## config.mk

```make
export PLATFORM = sky130hd
export DESIGN_NAME = tmds_encoder
export DESIGN_NICKNAME = d
export VERILOG_FILES = /design/src/rtl/tmds_encoder.sv
export SDC_FILE = /design/constraint.sdc
export NUM_CORES = 1
export LEC_CHECK = 0
export BUFFER_PORTS_ARGS = -buffer_cell sky130_fd_sc_hd__buf_2
export CAP_MARGIN = 25
export CELL_PAD_IN_SITES_DETAIL_PLACEMENT = 2
export CELL_PAD_IN_SITES_GLOBAL_PLACEMENT = 2
export CORE_MARGIN = 3
export CORE_UTILIZATION = 36
export CTS_BUF_LIST = sky130_fd_sc_hd__clkbuf_8 sky130_fd_sc_hd__clkbuf_16
export DETAILED_ROUTE_END_ITERATION = 10
export HOLD_SLACK_MARGIN = 0.02
export PLACE_DENSITY_LB_ADDON = 0.2
export SLEW_MARGIN = 20
export SYNTH_ARGS = -nofsm -noshare
export SYNTH_HDL_FRONTEND = slang
export SYNTH_SLANG_ARGS = --single-unit
export TNS_END_PERCENT = 1
```

## constraint.sdc

```tcl
create_clock -name pixel_clock -period 6 [get_ports pixel_clock]
set_clock_uncertainty 0.05 [all_clocks]
set_input_delay 0.6 -clock pixel_clock [delete_from_list [all_inputs] [get_ports pixel_clock]]
set_output_delay 0.6 -clock pixel_clock [all_outputs]
set_load 0.02 [all_outputs]
```

## src/rtl/tmds_encoder.sv

```systemverilog
`default_nettype none
// ============================================================================
//  Module   : tmds_encoder
//  Purpose  : DVI/HDMI TMDS encoder for three channels (ch0=blue+sync,
//             ch1=green, ch2=red). 2-clock latency. Defining
//             HDMI_VIDEO_GUARD_EN adds HDMI video preamble/guard-band insertion.
//  Revision : 1.0 - initial release
// ============================================================================
module tmds_encoder #(
    parameter int         PREAMBLE_LEN = 8,
    parameter int         GUARD_LEN    = 2,
    parameter logic [2:0] INVERT_CH    = 3'b000
) (
    input  logic       pixel_clock,
    input  logic       reset,
    input  logic       data_enable,
    input  logic       horz_sync,
    input  logic       vert_sync,
    input  logic [7:0] red,
    input  logic [7:0] green,
    input  logic [7:0] blue,
    output logic [9:0] tmds_ch0,
    output logic [9:0] tmds_ch1,
    output logic [9:0] tmds_ch2,
    output logic       tmds_de
);

    localparam logic [9:0] c_CTL_00   = 10'b1101010100;
    localparam logic [9:0] c_CTL_01   = 10'b0010101011;
    localparam logic [9:0] c_CTL_10   = 10'b0101010100;
    localparam logic [9:0] c_CTL_11   = 10'b1010101011;
    localparam logic [9:0] c_GUARD_02 = 10'b1011001100;
    localparam logic [9:0] c_GUARD_1  = 10'b0100110011;
    localparam logic [9:0] c_RST_CH0  = c_CTL_00 ^ {10{INVERT_CH[0]}};
    localparam logic [9:0] c_RST_CH1  = c_CTL_00 ^ {10{INVERT_CH[1]}};
    localparam logic [9:0] c_RST_CH2  = c_CTL_00 ^ {10{INVERT_CH[2]}};

    // The countdown and delay line need at least one preamble and one guard pixel.
    if (PREAMBLE_LEN < 1 || GUARD_LEN < 1) begin : g_bad_len
        $error("tmds_encoder: PREAMBLE_LEN and GUARD_LEN must be >= 1");
    end

    function automatic logic [8:0] f_qm(input logic [7:0] d);
        logic [3:0] n1;
        logic       use_xnor;
        logic [8:0] q;
        n1 = 4'd0;
        for (int i = 0; i < 8; i++) n1 = n1 + {3'b000, d[i]};
        use_xnor = (n1 > 4'd4) || ((n1 == 4'd4) && !d[0]);
        q    = 9'd0;
        q[0] = d[0];
        for (int i = 1; i < 8; i++) q[i] = use_xnor ? ~(q[i-1] ^ d[i]) : (q[i-1] ^ d[i]);
        q[8] = ~use_xnor;
        return q;
    endfunction

    // Returns {symbol[9:0], next disparity[4:0]}; disparity is 5b two's complement.
    function automatic logic [14:0] f_balance(input logic [8:0] qm, input logic [4:0] cnt);
        logic [4:0] n1;
        logic [4:0] n0;
        logic [9:0] sym;
        logic [4:0] nxt;
        n1 = 5'd0;
        for (int i = 0; i < 8; i++) n1 = n1 + {4'b0000, qm[i]};
        n0 = 5'd8 - n1;
        if ((cnt == 5'd0) || (n1 == n0)) begin
            sym = {~qm[8], qm[8], (qm[8] ? qm[7:0] : ~qm[7:0])};
            nxt = qm[8] ? (cnt + n1 - n0) : (cnt + n0 - n1);
        end else if ((!cnt[4] && (n1 > n0)) || (cnt[4] && (n0 > n1))) begin
            sym = {1'b1, qm[8], ~qm[7:0]};
            nxt = cnt + {3'b000, qm[8], 1'b0} + n0 - n1;
        end else begin
            sym = {1'b0, qm[8], qm[7:0]};
            nxt = cnt - {3'b000, ~qm[8], 1'b0} + n1 - n0;
        end
        return {sym, nxt};
    endfunction

    function automatic logic [9:0] f_ctl(input logic [1:0] c);
        case (c)
            2'b00:   return c_CTL_00;
            2'b01:   return c_CTL_01;
            2'b10:   return c_CTL_10;
            default: return c_CTL_11;
        endcase
    endfunction

    logic       w_de, w_hs, w_vs;
    logic [7:0] w_red, w_green, w_blue;
    logic       w_preamble, w_guard;

`ifdef HDMI_VIDEO_GUARD_EN
    localparam int              c_DLY     = PREAMBLE_LEN + GUARD_LEN;
    localparam int              c_CW      = $clog2(c_DLY + 1);
    localparam logic [c_CW-1:0] c_DLY_V   = c_CW'(c_DLY);
    localparam logic [c_CW-1:0] c_GUARD_V = c_CW'(GUARD_LEN);
    localparam logic [c_CW-1:0] c_ONE     = c_CW'(1);

    logic [26:0]     dly_q [c_DLY];
    logic [26:0]     dly_d [c_DLY];
    logic            de_prev_q, de_prev_d;
    logic [c_CW-1:0] countdown_q, countdown_d;

    // The countdown is already aligned to stage 2: it reads c_DLY in the cycle
    // that produces the first preamble symbol and reaches 0 when the pixel arrives.
    always_comb begin
        dly_d[0] = {data_enable, horz_sync, vert_sync, red, green, blue};
        for (int i = 1; i < c_DLY; i++) dly_d[i] = dly_q[i-1];
        de_prev_d   = data_enable;
        countdown_d = countdown_q;
        if (data_enable && !de_prev_q)  countdown_d = c_DLY_V;
        else if (countdown_q != '0)     countdown_d = countdown_q - c_ONE;
    end

    always_ff @(posedge pixel_clock or posedge reset) begin
        if (reset) begin
            for (int i = 0; i < c_DLY; i++) dly_q[i] <= '0;
            de_prev_q   <= 1'b0;
            countdown_q <= '0;
        end else begin
            for (int i = 0; i < c_DLY; i++) dly_q[i] <= dly_d[i];
            de_prev_q   <= de_prev_d;
            countdown_q <= countdown_d;
        end
    end

    assign {w_de, w_hs, w_vs, w_red, w_green, w_blue} = dly_q[c_DLY-1];
    assign w_preamble = (countdown_q > c_GUARD_V);
    assign w_guard    = (countdown_q != '0) && (countdown_q <= c_GUARD_V);
`else
    assign {w_de, w_hs, w_vs, w_red, w_green, w_blue} =
           {data_enable, horz_sync, vert_sync, red, green, blue};
    assign w_preamble = 1'b0;
    assign w_guard    = 1'b0;
`endif

    logic [8:0]  qm0_q, qm1_q, qm2_q, qm0_d, qm1_d, qm2_d;
    logic        de1_q, de1_d;
    logic [1:0]  ctl1_q, ctl1_d;
    logic [4:0]  cnt0_q, cnt1_q, cnt2_q, cnt0_d, cnt1_d, cnt2_d;
    logic [9:0]  ch0_q, ch1_q, ch2_q, ch0_d, ch1_d, ch2_d;
    logic        tmds_de_q, tmds_de_d;
    logic [9:0]  enc0, enc1, enc2;
    logic [14:0] w_bal0, w_bal1, w_bal2;

    always_comb begin
        qm0_d  = f_qm(w_blue);
        qm1_d  = f_qm(w_green);
        qm2_d  = f_qm(w_red);
        de1_d  = w_de;
        ctl1_d = {w_vs, w_hs};
    end

    assign w_bal0 = f_balance(qm0_q, cnt0_q);
    assign w_bal1 = f_balance(qm1_q, cnt1_q);
    assign w_bal2 = f_balance(qm2_q, cnt2_q);

    always_comb begin
        enc0   = f_ctl(ctl1_q);
        enc1   = c_CTL_00;
        enc2   = c_CTL_00;
        cnt0_d = 5'd0;
        cnt1_d = 5'd0;
        cnt2_d = 5'd0;
        if (w_guard) begin
            enc0 = c_GUARD_02;
            enc1 = c_GUARD_1;
            enc2 = c_GUARD_02;
        end else if (w_preamble) begin
            enc1 = c_CTL_01;
        end else if (de1_q) begin
            {enc0, cnt0_d} = w_bal0;
            {enc1, cnt1_d} = w_bal1;
            {enc2, cnt2_d} = w_bal2;
        end
        ch0_d     = enc0 ^ {10{INVERT_CH[0]}};
        ch1_d     = enc1 ^ {10{INVERT_CH[1]}};
        ch2_d     = enc2 ^ {10{INVERT_CH[2]}};
        tmds_de_d = de1_q;
    end

    always_ff @(posedge pixel_clock or posedge reset) begin
        if (reset) begin
            qm0_q     <= '0;
            qm1_q     <= '0;
            qm2_q     <= '0;
            de1_q     <= 1'b0;
            ctl1_q    <= 2'b00;
            cnt0_q    <= '0;
            cnt1_q    <= '0;
            cnt2_q    <= '0;
            ch0_q     <= c_RST_CH0;
            ch1_q     <= c_RST_CH1;
            ch2_q     <= c_RST_CH2;
            tmds_de_q <= 1'b0;
        end else begin
            qm0_q     <= qm0_d;
            qm1_q     <= qm1_d;
            qm2_q     <= qm2_d;
            de1_q     <= de1_d;
            ctl1_q    <= ctl1_d;
            cnt0_q    <= cnt0_d;
            cnt1_q    <= cnt1_d;
            cnt2_q    <= cnt2_d;
            ch0_q     <= ch0_d;
            ch1_q     <= ch1_d;
            ch2_q     <= ch2_d;
            tmds_de_q <= tmds_de_d;
        end
    end

    assign tmds_ch0 = ch0_q;
    assign tmds_ch1 = ch1_q;
    assign tmds_ch2 = ch2_q;
    assign tmds_de  = tmds_de_q;

endmodule
`default_nettype wire

```

==> metrics.txt <==
status finished clean; non-filler cells, final 1105; vias per cell 5.074; htree depth 3; Clock Latency Late Sink 0.35 ns; most frequent CP cell fa_1; share of cells above drive strength 1 0.1665; Overflow after GRT 0; reg2reg start qm1_q[0]; ys flop type dfrtp_1; critical path, cell by cell inv_1 > fa_1 > fa_1 > fa_1 > inv_1 > ha_1 > fa_2 > inv_1 > ha_1 > ha_1 > fa_1 > fa_1 > inv_1 > a21o_1 > a21oi_1 > xnor2_1 > xnor2_1 > or3_1 > o311ai_1; Worst R2R Path Depth 19; Antenna Nets Post-Route 0; Critical Path Fanout Max 5; Final nets 995; Tmin final 5.756 ns; Bufs and invs on worst path 4; placed insts 1088; sequential share of the synthesized area 0.2565; maxcap violations 0; Startpoint Class flop; leading area contributor after synthesis dfrtp_1; Post-synth EDFFs 0; cts bufs inserted 9; Area Growth Syn to Fin 13.62%; mux cell area share after synthesis 0.03994; final hold slack 0.2704 ns; wire length per cell 19.07 µm; vias 5607; HPWL after detailed placement 17140 µm; fillers 2180; CTS tree yes; antenna diode count 0; Rel. slew slack 0.4223; Critical Path Sink Type flop; Initial DRC Count 160; largest net degree at the start of global routing 77; CTS root buffer clkbuf_16; setup TNS 0 ns; Hold Vio Cnt, Final 0; initial antenna violation count 0; clock-pin transition on the worst setup and hold timing paths 0.07 ns; crit-path leading delay family adder cells; Worst Max-Slew Pin Slew 0.8633 ns; area taken by multi-input logic gates 4999 µm²; complex-gate fraction of the synthesized area 0.1195; largest family of logic cells by synthesized area adder cells; hold buffer count at CTS 0; Die Span Y 150.2 µm; FF/Latch Area 1922 µm²; fmax 173.7 MHz; cell row count 52; post-CTS setup buffer count 0; Final Slew Violations 0; # DRC 0; Initial Utilization 0.3677; Yosys top cell area share 0.2039; clk buf depth 2; Die Span X 150.2 µm; first-pass GRT wire length 35420 µm; Post-Syn Nets 934; Num Clock Sinks 76; GPL Wtd Cong 0.7899; slowest stage delay, CP 0.62 ns; fin crit share 0.9594; die area 22560 µm²; crit path from qm1_q[0]; PortBufs 59; Post-Synth Simple-Gate Area 0.08172; TritonRoute pass-1 iters 4; core area 20360 µm²; Synth area leaders dfrtp_1 (20%), ha_1 (14%), fa_1 (14%); Synth cell types 67; Yosys warning count 0; adder-cell share of the synthesized area 0.2784; synthesized area 7487 µm²; post-CTS sizing 0; vias in the first global route 6712; Critical Path AT 5.94 ns; flop and latch count out of synthesis 76; Total GRT Usage 0.1993; Hold WC Path Type input port to async pin; critical path class flop to flop; Setup violations, final 0; Routed WL 21080 µm; Crit. path cell count 19; io pins 60; pre-CTS setup slack 0.02997 ns; Post-Syn Instances 769; Synth async-reset ratio 1.000; fin worst setup slack 0.2439 ns; CP max-delay cell fa_2; Avg Inst Size Synth 9.736 µm²; xor/xnor cell area share of the yosys netlist 0.1432; WP data required 6.19 ns
[registers in the layout, summed over array words and instances, names as in the netlist]
signal and count:
tmds_de 1, de1_q 1, qm0_q 9, qm1_q 9, cnt2_q 5, cnt1_q 5
ctl1_q 2, qm2_q 9, cnt0_q 5, tmds_ch0 10, tmds_ch1 10, tmds_ch2 10
[per-stage QoR]
| stage | util | area [µm²] |
|---|---|---|
| final | 0.4177 | 8507 |
| after CTS | 0.4150 | 8451 |
| after global placement | 0.3989 | 8123 |
| after global routing | 0.4177 | 8507 |
| after floorplan | - | 7487 |
| after detailed placement | 0.3989 | 8123 |
[final cells by class]
class | instances | area share
Multi-Input combinational cell | 537 | 0.5876
Tap cell | 270 | 0.03971
Clock inverter | 6 | 0.01044
Sequential cell | 76 | 0.2259
Clock buffer | 10 | 0.02809
Timing Repair Buffer | 73 | 0.04942
Inverter | 133 | 0.05883
[logic make-up after synthesis]
group | count (synthesis)
XOR/XNOR | 117
buffers and inverters | 156
AO/OA/AOI/OAI | 136
multiplexers | 27
flip-flops | 76
adder cells (fa/ha/maj) | 136
AND/OR/NAND/NOR | 121
[final timing paths]
path                                to  slack, ns
setup / recovery             cnt1_q[4]       0.24
hold / removal             tmds_ch2[0]       0.27
setup reg to reg             cnt1_q[4]       0.24
hold reg to reg            tmds_ch1[5]       0.49
max in group asynchronous  tmds_ch0[4]       4.98
min in group pixel_clock         de1_q       0.31
[synth_stat cells (6+ instances only)]
| library cell | n |
|---|---|
| inv_1 | 131 |
| xnor2_1 | 86 |
| ha_1 | 85 |
| dfrtp_1 | 61 |
| fa_1 | 51 |
| nand2_1 | 47 |
| a21oi_1 | 43 |
| o21ai_0 | 27 |
| xor2_1 | 27 |
| mux2i_1 | 22 |
| nand3_1 | 20 |
| clkbuf_1 | 17 |
| nor2_1 | 17 |
| a21o_1 | 16 |
| dfstp_2 | 15 |
| a31oi_1 | 9 |
| a211oi_1 | 6 |
| or3_1 | 6 |
[tightest hold or removal path, cell delays in order]
cell and delay (ns):
buf_2 0.10, clkinv_2 0.03, buf_4 0.34
[layout by cell type (no fill, tap or decap), types with 4 or more instances in the layout]
| master | count |
|---|---|
| a31oi_1 | 9 |
| dfstp_2 | 15 |
| o22ai_1 | 5 |
| a21o_1 | 16 |
| nor3b_1 | 4 |
| xor2_1 | 27 |
| or3_1 | 6 |
| buf_4 | 13 |
| a21oi_1 | 42 |
| inv_1 | 129 |
| clkbuf_16 | 9 |
| xnor2_1 | 86 |
| o21ai_1 | 5 |
| dfrtp_1 | 60 |
| fa_1 | 48 |
| a211oi_1 | 6 |
| nor2_1 | 17 |
| mux2i_1 | 22 |
| nand3_1 | 20 |
| o21ai_0 | 27 |
| buf_2 | 59 |
| nand2_1 | 47 |
| ha_1 | 84 |
| or4_1 | 5 |
[metal layers]
metal | part of all wire | track usage | vias to the layer above
li1 | - | - | 2625
met1 | 0.42 | 0.2437 | 2908
met2 | 0.55 | 0.3762 | 55
met3 | 0.020 | 0.02197 | 19
met4 | 0.011 | 0.04300 | 0
met5 | 0 | 0 | -
Power is left out: the tool's default activity adds up to more than one toggle a clock period on the data nets, which glitch-free logic cannot reach.
